### src/rtl/traffic_light_pkg.sv
// Shared types for the traffic light monitor: phase and fault-code encodings, FSM states.
// Latency: n/a (types and pure functions only).
// Backpressure: none.
package traffic_light_pkg;

    // Encoding matches the phase output of the monitor.
    typedef enum logic [1:0] {
        PH_NS_GREEN  = 2'b00,
        PH_NS_YELLOW = 2'b01,
        PH_EW_GREEN  = 2'b10,
        PH_EW_YELLOW = 2'b11
    } phase_e;

    // Lower value wins when several violations land on the same sample.
    typedef enum logic [2:0] {
        FC_NONE         = 3'd0,
        FC_CONFLICT     = 3'd1,
        FC_ILLEGAL      = 3'd2,
        FC_SEQUENCE     = 3'd3,
        FC_YELLOW_SHORT = 3'd4,
        FC_GREEN_SHORT  = 3'd5,
        FC_TIMEOUT      = 3'd6
    } fault_code_e;

    typedef enum logic [1:0] {
        ST_INIT  = 2'd0,
        ST_TRACK = 2'd1,
        ST_FAULT = 2'd2
    } tlm_state_e;

    localparam int CYCLE_CNT_W = 16;

    // The only legal successor of each phase; the cycle is closed (EWY -> NSG).
    function automatic phase_e next_phase(input phase_e p);
        phase_e n;
        case (p)
            PH_NS_GREEN:  n = PH_NS_YELLOW;
            PH_NS_YELLOW: n = PH_EW_GREEN;
            PH_EW_GREEN:  n = PH_EW_YELLOW;
            default:      n = PH_NS_GREEN;
        endcase
        return n;
    endfunction

    // Yellow phases share the low encoding bit.
    function automatic logic is_yellow(input phase_e p);
        return p[0];
    endfunction

endpackage

### src/rtl/tlm_phase_decoder.sv
// Maps the six observed lamp drives to a phase, a legal flag and a conflict flag.
// Latency: purely combinational, zero cycles.
// Backpressure: none; the lamps are sampled every cycle by the parent.
module tlm_phase_decoder
    import traffic_light_pkg::*;
(
    input  logic   ns_red_i,
    input  logic   ns_yellow_i,
    input  logic   ns_green_i,
    input  logic   ew_red_i,
    input  logic   ew_yellow_i,
    input  logic   ew_green_i,
    output phase_e phase_o,
    output logic   legal_o,
    output logic   conflict_o
);

    logic ns_go;
    logic ew_go;
    logic ns_red_only;
    logic ew_red_only;

    // Conflict: some direction is being let through while neither direction is
    // cleanly held at red. This also covers green/yellow on both directions at
    // once. A fully dark intersection has nothing let through, so it is left to
    // the illegal-encoding class rather than flagged here.
    always_comb begin
        ns_go       = ns_yellow_i | ns_green_i;
        ew_go       = ew_yellow_i | ew_green_i;
        ns_red_only = ns_red_i & ~ns_go;
        ew_red_only = ew_red_i & ~ew_go;
        conflict_o  = (ns_go | ew_go) & ~ns_red_only & ~ew_red_only;
    end

    // Exactly four lamp patterns are legal; everything else is reported illegal.
    always_comb begin
        phase_o = PH_NS_GREEN;
        legal_o = 1'b0;
        case ({ns_red_i, ns_yellow_i, ns_green_i, ew_red_i, ew_yellow_i, ew_green_i})
            6'b001_100: begin phase_o = PH_NS_GREEN;  legal_o = 1'b1; end
            6'b010_100: begin phase_o = PH_NS_YELLOW; legal_o = 1'b1; end
            6'b100_001: begin phase_o = PH_EW_GREEN;  legal_o = 1'b1; end
            6'b100_010: begin phase_o = PH_EW_YELLOW; legal_o = 1'b1; end
            default:    begin phase_o = PH_NS_GREEN;  legal_o = 1'b0; end
        endcase
    end

endmodule

### src/rtl/traffic_light_monitor.sv
// Watches lamp drives, tracks the legal phase sequence and dwell times, latches the first fault (flash request).
// Latency: every decision is visible on the outputs one clk after the triggering lamp sample.
// Backpressure: none; lamps sampled every cycle. Optional cycle counter built only with TLM_CYCLE_COUNT_EN.
module traffic_light_monitor
    import traffic_light_pkg::*;
#(
    parameter int MIN_GREEN  = 5,
    parameter int MIN_YELLOW = 2,
    parameter int MAX_PHASE  = 31,
    parameter int CNT_W      = 8
) (
    input  logic                   clk,
    input  logic                   reset,
    input  logic                   ns_red,
    input  logic                   ns_yellow,
    input  logic                   ns_green,
    input  logic                   ew_red,
    input  logic                   ew_yellow,
    input  logic                   ew_green,
    input  logic                   fault_clr,
    output logic [1:0]             phase,
    output logic                   phase_valid,
    output logic                   fault,
    output logic [2:0]             fault_code,
    output logic [CYCLE_CNT_W-1:0] cycle_count
);

    localparam logic [CNT_W-1:0] DWELL_ONE = CNT_W'(1);
    localparam logic [CNT_W-1:0] DWELL_SAT = {CNT_W{1'b1}};
    localparam logic [CNT_W-1:0] MIN_G_C   = CNT_W'(MIN_GREEN);
    localparam logic [CNT_W-1:0] MIN_Y_C   = CNT_W'(MIN_YELLOW);
    localparam logic [CNT_W-1:0] MAX_C     = CNT_W'(MAX_PHASE);

    // Decoded view of the current lamp sample.
    phase_e dec_phase;
    logic   dec_legal;
    logic   dec_conflict;

    // Registered state and outputs.
    tlm_state_e       state_q;
    phase_e           phase_q;
    logic             valid_q;
    logic             fault_q;
    fault_code_e      code_q;
    logic [CNT_W-1:0] dwell_q;
    // Set while the phase entered from INIT is still showing: that phase began
    // before monitoring started, so its length is unknown and not min-checked.
    logic             first_q;

    // Classification of this sample against the tracked phase.
    fault_code_e      viol_code;
    logic             same_phase;
    logic             advance;
    logic [CNT_W-1:0] dwell_d;

    tlm_phase_decoder u_decoder (
        .ns_red_i    (ns_red),
        .ns_yellow_i (ns_yellow),
        .ns_green_i  (ns_green),
        .ew_red_i    (ew_red),
        .ew_yellow_i (ew_yellow),
        .ew_green_i  (ew_green),
        .phase_o     (dec_phase),
        .legal_o     (dec_legal),
        .conflict_o  (dec_conflict)
    );

    // Saturating dwell increment for a held pattern.
    always_comb begin
        dwell_d = (dwell_q == DWELL_SAT) ? dwell_q : dwell_q + DWELL_ONE;
    end

    // Check the sample; the if/else order encodes lowest-code-wins.
    always_comb begin
        viol_code  = FC_NONE;
        same_phase = 1'b0;
        advance    = 1'b0;
        if (state_q != ST_FAULT) begin
            if (dec_conflict) begin
                viol_code = FC_CONFLICT;
            end else if (!dec_legal) begin
                viol_code = FC_ILLEGAL;
            end else if (state_q == ST_TRACK) begin
                if (dec_phase == phase_q) begin
                    same_phase = 1'b1;
                    // Holding this sample would push the dwell past the limit.
                    if (dwell_q >= MAX_C) begin
                        viol_code = FC_TIMEOUT;
                    end
                end else if (dec_phase != next_phase(phase_q)) begin
                    viol_code = FC_SEQUENCE;
                end else if (!first_q && is_yellow(phase_q) && (dwell_q < MIN_Y_C)) begin
                    viol_code = FC_YELLOW_SHORT;
                end else if (!first_q && !is_yellow(phase_q) && (dwell_q < MIN_G_C)) begin
                    viol_code = FC_GREEN_SHORT;
                end else begin
                    advance = 1'b1;
                end
            end
        end
    end

    // Monitor FSM: INIT waits for a legal pattern, TRACK follows the sequence,
    // FAULT holds the first fault until cleared. Reset outranks everything.
    always_ff @(posedge clk) begin
        if (reset) begin
            state_q <= ST_INIT;
            phase_q <= PH_NS_GREEN;
            valid_q <= 1'b0;
            fault_q <= 1'b0;
            code_q  <= FC_NONE;
            dwell_q <= '0;
            first_q <= 1'b0;
        end else begin
            case (state_q)
                ST_INIT: begin
                    if (viol_code != FC_NONE) begin
                        state_q <= ST_FAULT;
                        fault_q <= 1'b1;
                        code_q  <= viol_code;
                        valid_q <= 1'b0;
                    end else begin
                        state_q <= ST_TRACK;
                        phase_q <= dec_phase;
                        valid_q <= 1'b1;
                        dwell_q <= DWELL_ONE;
                        first_q <= 1'b1;
                    end
                end
                ST_TRACK: begin
                    if (viol_code != FC_NONE) begin
                        state_q <= ST_FAULT;
                        fault_q <= 1'b1;
                        code_q  <= viol_code;
                        valid_q <= 1'b0;
                    end else if (same_phase) begin
                        dwell_q <= dwell_d;
                    end else if (advance) begin
                        phase_q <= dec_phase;
                        dwell_q <= DWELL_ONE;
                        first_q <= 1'b0;
                    end
                end
                ST_FAULT: begin
                    // phase_q keeps the last legal phase while faulted.
                    if (fault_clr) begin
                        state_q <= ST_INIT;
                        fault_q <= 1'b0;
                        code_q  <= FC_NONE;
                        dwell_q <= '0;
                        first_q <= 1'b0;
                    end
                end
                default: begin
                    state_q <= ST_INIT;
                    valid_q <= 1'b0;
                end
            endcase
        end
    end

    assign phase       = phase_q;
    assign phase_valid = valid_q;
    assign fault       = fault_q;
    assign fault_code  = code_q;

`ifdef TLM_CYCLE_COUNT_EN
    logic                   cyc_inc;
    logic [CYCLE_CNT_W-1:0] cyc_q;

    // A full signal cycle completes on an accepted EW_YELLOW -> NS_GREEN step.
    always_comb begin
        cyc_inc = advance && (phase_q == PH_EW_YELLOW);
    end

    // Free-running wrap counter; only reset clears it, faults do not.
    always_ff @(posedge clk) begin
        if (reset) begin
            cyc_q <= '0;
        end else if (cyc_inc) begin
            cyc_q <= cyc_q + CYCLE_CNT_W'(1);
        end
    end

    assign cycle_count = cyc_q;
`else
    assign cycle_count = '0;
`endif

endmodule

### config.mk
export PLATFORM = sky130hd
export DESIGN_NAME = traffic_light_monitor
export DESIGN_NICKNAME = d
export VERILOG_FILES = /design/src/rtl/traffic_light_pkg.sv /design/src/rtl/tlm_phase_decoder.sv /design/src/rtl/traffic_light_monitor.sv
export SDC_FILE = /design/constraint.sdc
export NUM_CORES = 1
export LEC_CHECK = 0
export CAP_MARGIN = 20
export CORE_UTILIZATION = 51
export DETAILED_ROUTE_END_ITERATION = 10
export GPL_TIMING_DRIVEN = 0
export PLACE_DENSITY = 0.79
export SYNTH_ARGS = -nofsm -noshare
export SYNTH_HDL_FRONTEND = slang
export SYNTH_SLANG_ARGS = --single-unit
### constraint.sdc
create_clock -name clk -period 3.7 [get_ports clk]
set_input_delay 0.74 -clock clk [delete_from_list [all_inputs] [get_ports clk]]
set_output_delay 0.74 -clock clk [all_outputs]
set_load 0.02 [all_outputs]
Word level (Yosys, flattened, before mapping)
Index checks and enable logic that the tools add are counted.
{"block": "op_classes", "add_sub_neg": 1, "magnitude_cmp": 3, "n_eq_ne": 21, "muxes": 60, "n_bitwise": 12, "reduce_logical": 20}
{"cell": "two-way mux 8 bit", "n": 6}
{"cell": "two-way mux 3 bit", "n": 11}
{"cell": "two-way mux 2 bit", "n": 12}
{"cell": "case mux 8 bit (3 select lines)", "n": 1}
{"cell": "two-way mux 1 bit", "n": 22}
{"cell": "case mux 2 bit (3 select lines)", "n": 3}
{"cell": "equality test 6 bit (second input constant)", "n": 2}
{"cell": "inequality test 2 bit (second input constant)", "n": 6}
{"cell": "AND reduction 6 bit", "n": 2}
{"cell": "adder 8 x 1 -> 8 bit (second input constant)", "n": 1}
{"cell": "equality test 8 bit (second input constant)", "n": 1}
{"cell": "greater-or-equal comparator 8 x 5 -> 1 bit (second input constant)", "n": 1}
{"cell": "less-than comparator 8 x 2 -> 1 bit (second input constant)", "n": 1}
{"cell": "less-than comparator 8 x 3 -> 1 bit (second input constant)", "n": 1}
{"cell": "equality test 6 x 4 -> 1 bit (second input constant)", "n": 1}
{"cell": "equality test 6 x 5 -> 1 bit (second input constant)", "n": 1}
{"cell": "inequality test 3 bit (second input constant)", "n": 2}
{"cell": "case mux 1 bit (3 select lines)", "n": 2}
{"cell": "case mux 3 bit (2 select lines)", "n": 1}
{"cell": "nonzero test 3 bit", "n": 2}
{"cell": "NOT 1 bit", "n": 5}
{"cell": "AND reduction 5 bit", "n": 1}
{"cell": "bitwise AND 1 bit", "n": 4}
{"cell": "equality test 2 x 1 -> 1 bit (second input constant)", "n": 2}
{"cell": "15 further kinds", "n": 26}
{"block": "totals", "ff_bits": 18, "word_cells": 124}

Logic depth before layout (Yosys ltp)
{"block": "depth", "depth_word": 19, "mapped_depth": 10}

By module
A second synthesis with hierarchy kept.
{"block": "unflattened", "hier_cells": 178, "area_unflattened_um2": 1488.9}
{"mod": "traffic_light_monitor", "n_inst": 1, "cells_each": 162, "area_each_um2": 1378.8}
{"mod": "tlm_phase_decoder", "n_inst": 1, "cells_each": 16, "area_each_um2": 110.1}

Least setup slack after synthesis
No wires, ideal clock.
{"block": "synth_path", "kind": "input to register", "startpoint": "in ew_red", "endpoint": "reg first_q", "setup_ns": 0.123, "arrival_ns": 2.953, "path_slack_ns": 0.624, "stages": 8, "path_buffers": 0, "path_cell_list": "nor4b_2 nand2_1 xnor2_1 or2_1 a41oi_1 nand3_1 a2111oi_2 mux2_1"}
{"block": "synth_between", "elab_chain_len": 12, "word_cells_on_any_way": 35, "classes_between": "eq/ne (10); mux (19); bitwise (3); reduce/logical (3)"}
{"item": "start: declaration", "line": "traffic_light_monitor.sv:17", "text": "input logic ew_red,"}
{"item": "equality test 6 bit / equality test 6 x 5 -> 1 bit (equally long branches)", "line": "tlm_phase_decoder.sv:39", "text": "case ({ns_red_i, ns_yellow_i, ns_green_i, ew_red_i, ew_yellow_i, ew_green_i})"}
{"item": "case mux 2 bit (3 select lines)", "line": "tlm_phase_decoder.sv:39"}
{"item": "inequality test 2 bit", "line": "traffic_light_monitor.sv:90", "text": "end else if (dec_phase != next_phase(phase_q)) begin"}
{"item": "two-way mux 3 bit", "line": "traffic_light_monitor.sv:90"}
{"item": "two-way mux 3 bit", "line": "traffic_light_monitor.sv:84", "text": "if (dec_phase == phase_q) begin"}
{"item": "two-way mux 3 bit", "line": "traffic_light_monitor.sv:83", "text": "end else if (state_q == ST_TRACK) begin"}
{"item": "two-way mux 3 bit", "line": "traffic_light_monitor.sv:81", "text": "end else if (!dec_legal) begin"}
{"item": "two-way mux 3 bit", "line": "traffic_light_monitor.sv:79", "text": "if (dec_conflict) begin"}
{"item": "two-way mux 3 bit", "line": "traffic_light_monitor.sv:78", "text": "if (state_q != ST_FAULT) begin"}
{"item": "nonzero test 3 bit", "line": "traffic_light_monitor.sv:117, traffic_light_monitor.sv:131"}
{"item": "inequality test 2 bit (no source line)"}
{"item": "AND reduction 6 bit (no source line) (*)"}
{"item": "end signal: assignment", "line": "traffic_light_monitor.sv:113", "text": "first_q <= 1'b0;"}
{"item": "end signal: assignment", "line": "traffic_light_monitor.sv:127", "text": "first_q <= 1'b1;"}
{"item": "end signal: assignment", "line": "traffic_light_monitor.sv:141", "text": "first_q <= 1'b0;"}
{"item": "end: declaration", "line": "traffic_light_monitor.sv:48", "text": "logic first_q;"}
Every way passes the cells marked *; elsewhere a longest branch is shown, timed or not.
A chain may end at the register's enable or synchronous reset.

Worst setup path in the final report
{"block": "layout_path", "startpoint": "in ew_red", "endpoint": "reg dwell_q[5]"}
{"block": "layout_between", "elab_chain_len": 12, "word_cells_on_any_way": 38, "classes_between": "eq/ne (10); mux (22); bitwise (3); reduce/logical (3)"}
{"item": "equality test 6 bit / equality test 6 x 5 -> 1 bit (equally long branches)", "line": "tlm_phase_decoder.sv:39"}
{"item": "case mux 2 bit (3 select lines)", "line": "tlm_phase_decoder.sv:39"}
{"item": "inequality test 2 bit", "line": "traffic_light_monitor.sv:90"}
{"item": "two-way mux 3 bit", "line": "traffic_light_monitor.sv:90"}
{"item": "two-way mux 3 bit", "line": "traffic_light_monitor.sv:84"}
{"item": "two-way mux 3 bit", "line": "traffic_light_monitor.sv:83"}
{"item": "two-way mux 3 bit", "line": "traffic_light_monitor.sv:81"}
{"item": "two-way mux 3 bit", "line": "traffic_light_monitor.sv:79"}
{"item": "two-way mux 3 bit", "line": "traffic_light_monitor.sv:78"}
{"item": "nonzero test 3 bit", "line": "traffic_light_monitor.sv:117, traffic_light_monitor.sv:131"}
{"item": "inequality test 2 bit (no source line)"}
{"item": "AND reduction 6 bit (no source line)"}
{"item": "end signal: assignment", "line": "traffic_light_monitor.sv:137", "text": "dwell_q <= dwell_d;"}
{"item": "end: declaration", "line": "traffic_light_monitor.sv:45", "text": "logic [CNT_W-1:0] dwell_q;"}
Parallel ways exist; a longest one is shown, timed or not. The select of a mux whose other input is x is not followed.

==> results.cfg <==
[run_status]
status = finished, violations left
violations = DRC

[grt]
first_global_vias = 1260
grt_max_degree = 11
gr-total-overflow = 0
grt_pass1_wl_um = 5530
grtUsageTotal = 0.208
antenna_found_initial = 0

[logic_synthesis]
synth.most_common_cell = nor2_1
syn_area_per_cell_um2 = 7.99
synthTopCellsByCount = 21 x nor2_1, 18 x dfxtp_1, 16 x buf_4
async_flop_share = 0
synth_edf_count = 0
ys_types = 57
syn_area_um2 = 1570
ys_seq_area_frac = 0.230
synth.top_cell.area_share = 0.230
synth_warnings = 0
synth_top_flop_cell = dfxtp_1
synth_cells = 196
synth_seq_cells = 18
yosysTopAreaCell = dfxtp_1
synth_area_leaders = dfxtp_1 23%, buf_4 7.7%, ha_1 6.4%, nor2_1 5.0%, o21ai_0 3.5%

[final_layout]
finalNonFillerCells = 262
layout.nets = 250
drive_above_1_share = 0.177
diodes = 0
regArea_um2 = 360
nFillCells = 276
area_delta_synth_final_pct = 19.6
multi_input_comb_area_um2 = 1090

[timing]
setup_viol = 0
slew-limit-headroom = 0.614
clock_skew_ns = 0.0156
finalCriticalPeriod_ns = 3.49
fin_ws_ns = 0.211
fmax_ghz = 0.287
rsz0062_at_grt = false
period_share = 0.943
hold_viol_final = 0
maxSlewViolCount = 0
tightest_slew_ns = 0.577
finalSetupTns_ns = 0

[die]
start_util = 0.554
design.die.area_um2 = 3300
pin_count = 32
die_x_um = 57.4
die_h_um = 57.4
core_um2 = 2830
row_count = 19

[power]
p_per_area_nw_per_um2 = 401
p_leak_uw = 0.000772
ir_drop_v = 0.000340

[drt]
drtPass1Iterations = 7
route.detailed.drc = 4
detail_route.wirelength_um = 3340
wire_per_inst_um = 12.8
route.vias.total = 1457
via_per_inst = 5.56
antenna_left = 0
first_iter_violations = 39

[place]
post-dp-hpwl_um = 2540
pre_cts_ws_ns = -0.204
gp_congestion = 0.878
portBuffers = 14
dp.cells = 256

[setup_path]
startpoint = ew_red
regToRegEndpoint = dwell_q[5]
crit_family = simple AND/OR/NAND/NOR gates
cpPeakStageDelay_ns = 0.54
cp-start-kind = input port
cp.arrival_ns = 3.71
ff2ff_path_depth = 10
crit_fanout = 7
crit_slowest_cell = or4_1
cp_data_required_time_ns = 3.92
regToRegStartpoint = state_q[1]
path_cells = clkdlybuf4s50_1 > nor4b_2 > nand2_2 > xnor2_2 > nand2_1 > a41o_1 > o31a_1 > or4_1 > a21oi_1
critPathBufInv = 1
criticalPathCategory = in -> reg
regToRegSetupSlack_ns = 0.80
critPathCaptureType = flip-flop
worstSetupPathDepth = 9
cp-endpoint = dwell_q[5]

[clock_tree]
numCtsBuffers = 3
root_buffer = clkbuf_4
htreeDepth = 1
cts_sinks = 18
tritoncts = yes
clock_latency_ns = 0.30
clkSlewWorstSetupHoldPaths_ns = 0.09
clk_path_buf_depth = 2

[job]
drv_cap = 0

[min_path]
min_path_type = reg -> reg
## worst min path at each step
stage,startpoint,to,slack [ns],cells past startpoint
after floorplan,dwell_q[6],dwell_q[6],0.47,1
after global placement,dwell_q[6],dwell_q[6],0.48,1
after detailed placement,dwell_q[6],dwell_q[6],0.48,1
after CTS,dwell_q[6],dwell_q[6],0.50,1
after global routing,dwell_q[7],dwell_q[7],0.52,1
final,dwell_q[7],dwell_q[7],0.50,1
## where the power goes
group          switching [uW]  leakage [uW]  internal [uW]
clock network            58.8     0.0000138           37.9
logic                     234      0.000612            179
registers                18.2      0.000147            224
total                     311      0.000772            441
## metrics by stage
| stage | hold slack (ns) | power, uW | area (um^2) | util |
|---|---|---|---|---|
| 3_3_place_gp | 0.475 | 625 | 1800 | 0.637 |
| 2_1_floorplan | 0.470 | 532 | 1620 | - |
| 3_5_place_dp | 0.484 | 626 | 1800 | 0.637 |
| 6_report | 0.501 | 752 | 1870 | 0.663 |
| 5_1_grt | 0.515 | 810 | 1870 | 0.663 |
| 4_1_cts | 0.499 | 721 | 1820 | 0.645 |
## layout by cell type, fill, tap and decap left out, types with 5 or more instances in the layout
cell	n
nor2_1	21
conb_1	16
buf_4	19
nand3_1	5
clkbuf_1	6
ha_1	8
dfxtp_1	18
nand2_1	7
nor2b_1	5
clkdlybuf4s50_1	14
o21ai_0	11
inv_1	13
a21oi_1	10
## registers in the layout, indices dropped and copies added, names as in the netlist
signal	count
first_q	1
phase	2
dwell_q	8
phase_valid	1
state_q	2
fault_code	3
fault	1
## timing repair
item / in CTS / in global routing
resized for setup: 0 / 6
hold endpoints to repair: 0 / 0
hold buffers: 0 / 0
endpoints found under the setup margin: 0 / 7
buffers inserted: 0 / 3
## final cells by class
type | count | share of cell area
Clock buffer | 3 | 0.0120
Sequential cell | 18 | 0.192
Inverter | 14 | 0.0280
Timing Repair Buffer | 17 | 0.0868
Multi-Input combinational cell | 157 | 0.584
Buffer | 22 | 0.0761
Tap cell | 31 | 0.0207
## kinds of logic (layout without fill, tap and decap cells)
| family | count (synthesis) | in the layout | share of synthesized area |
|---|---|---|---|
| DFF | 18 | 18 | 0.230 |
| muxes | 4 | 4 | 0.0288 |
| other | 1 | 16 | 0.00239 |
| adders and majority gates | 8 | 8 | 0.0639 |
| and+or+nand+nor | 66 | 66 | 0.237 |
| xor gates and xnor gates | 8 | 8 | 0.0543 |
| AOI/OAI and AO/OA | 55 | 55 | 0.259 |
| buffers and inverters | 36 | 56 | 0.125 |
## routing by layer
layer | track usage | share of wire | vias to the layer above | wire length [um]
li1 | - | - | 762 | -
met1 | 0.285 | 0.49 | 664 | 1650
met2 | 0.347 | 0.46 | 29 | 1530
met3 | 0.0431 | 0.045 | 2 | 151
met4 | 0.0244 | 0.0039 | 0 | 13
met5 | 0 | 0 | - | 0
Power figures use the tool's default switching activity.
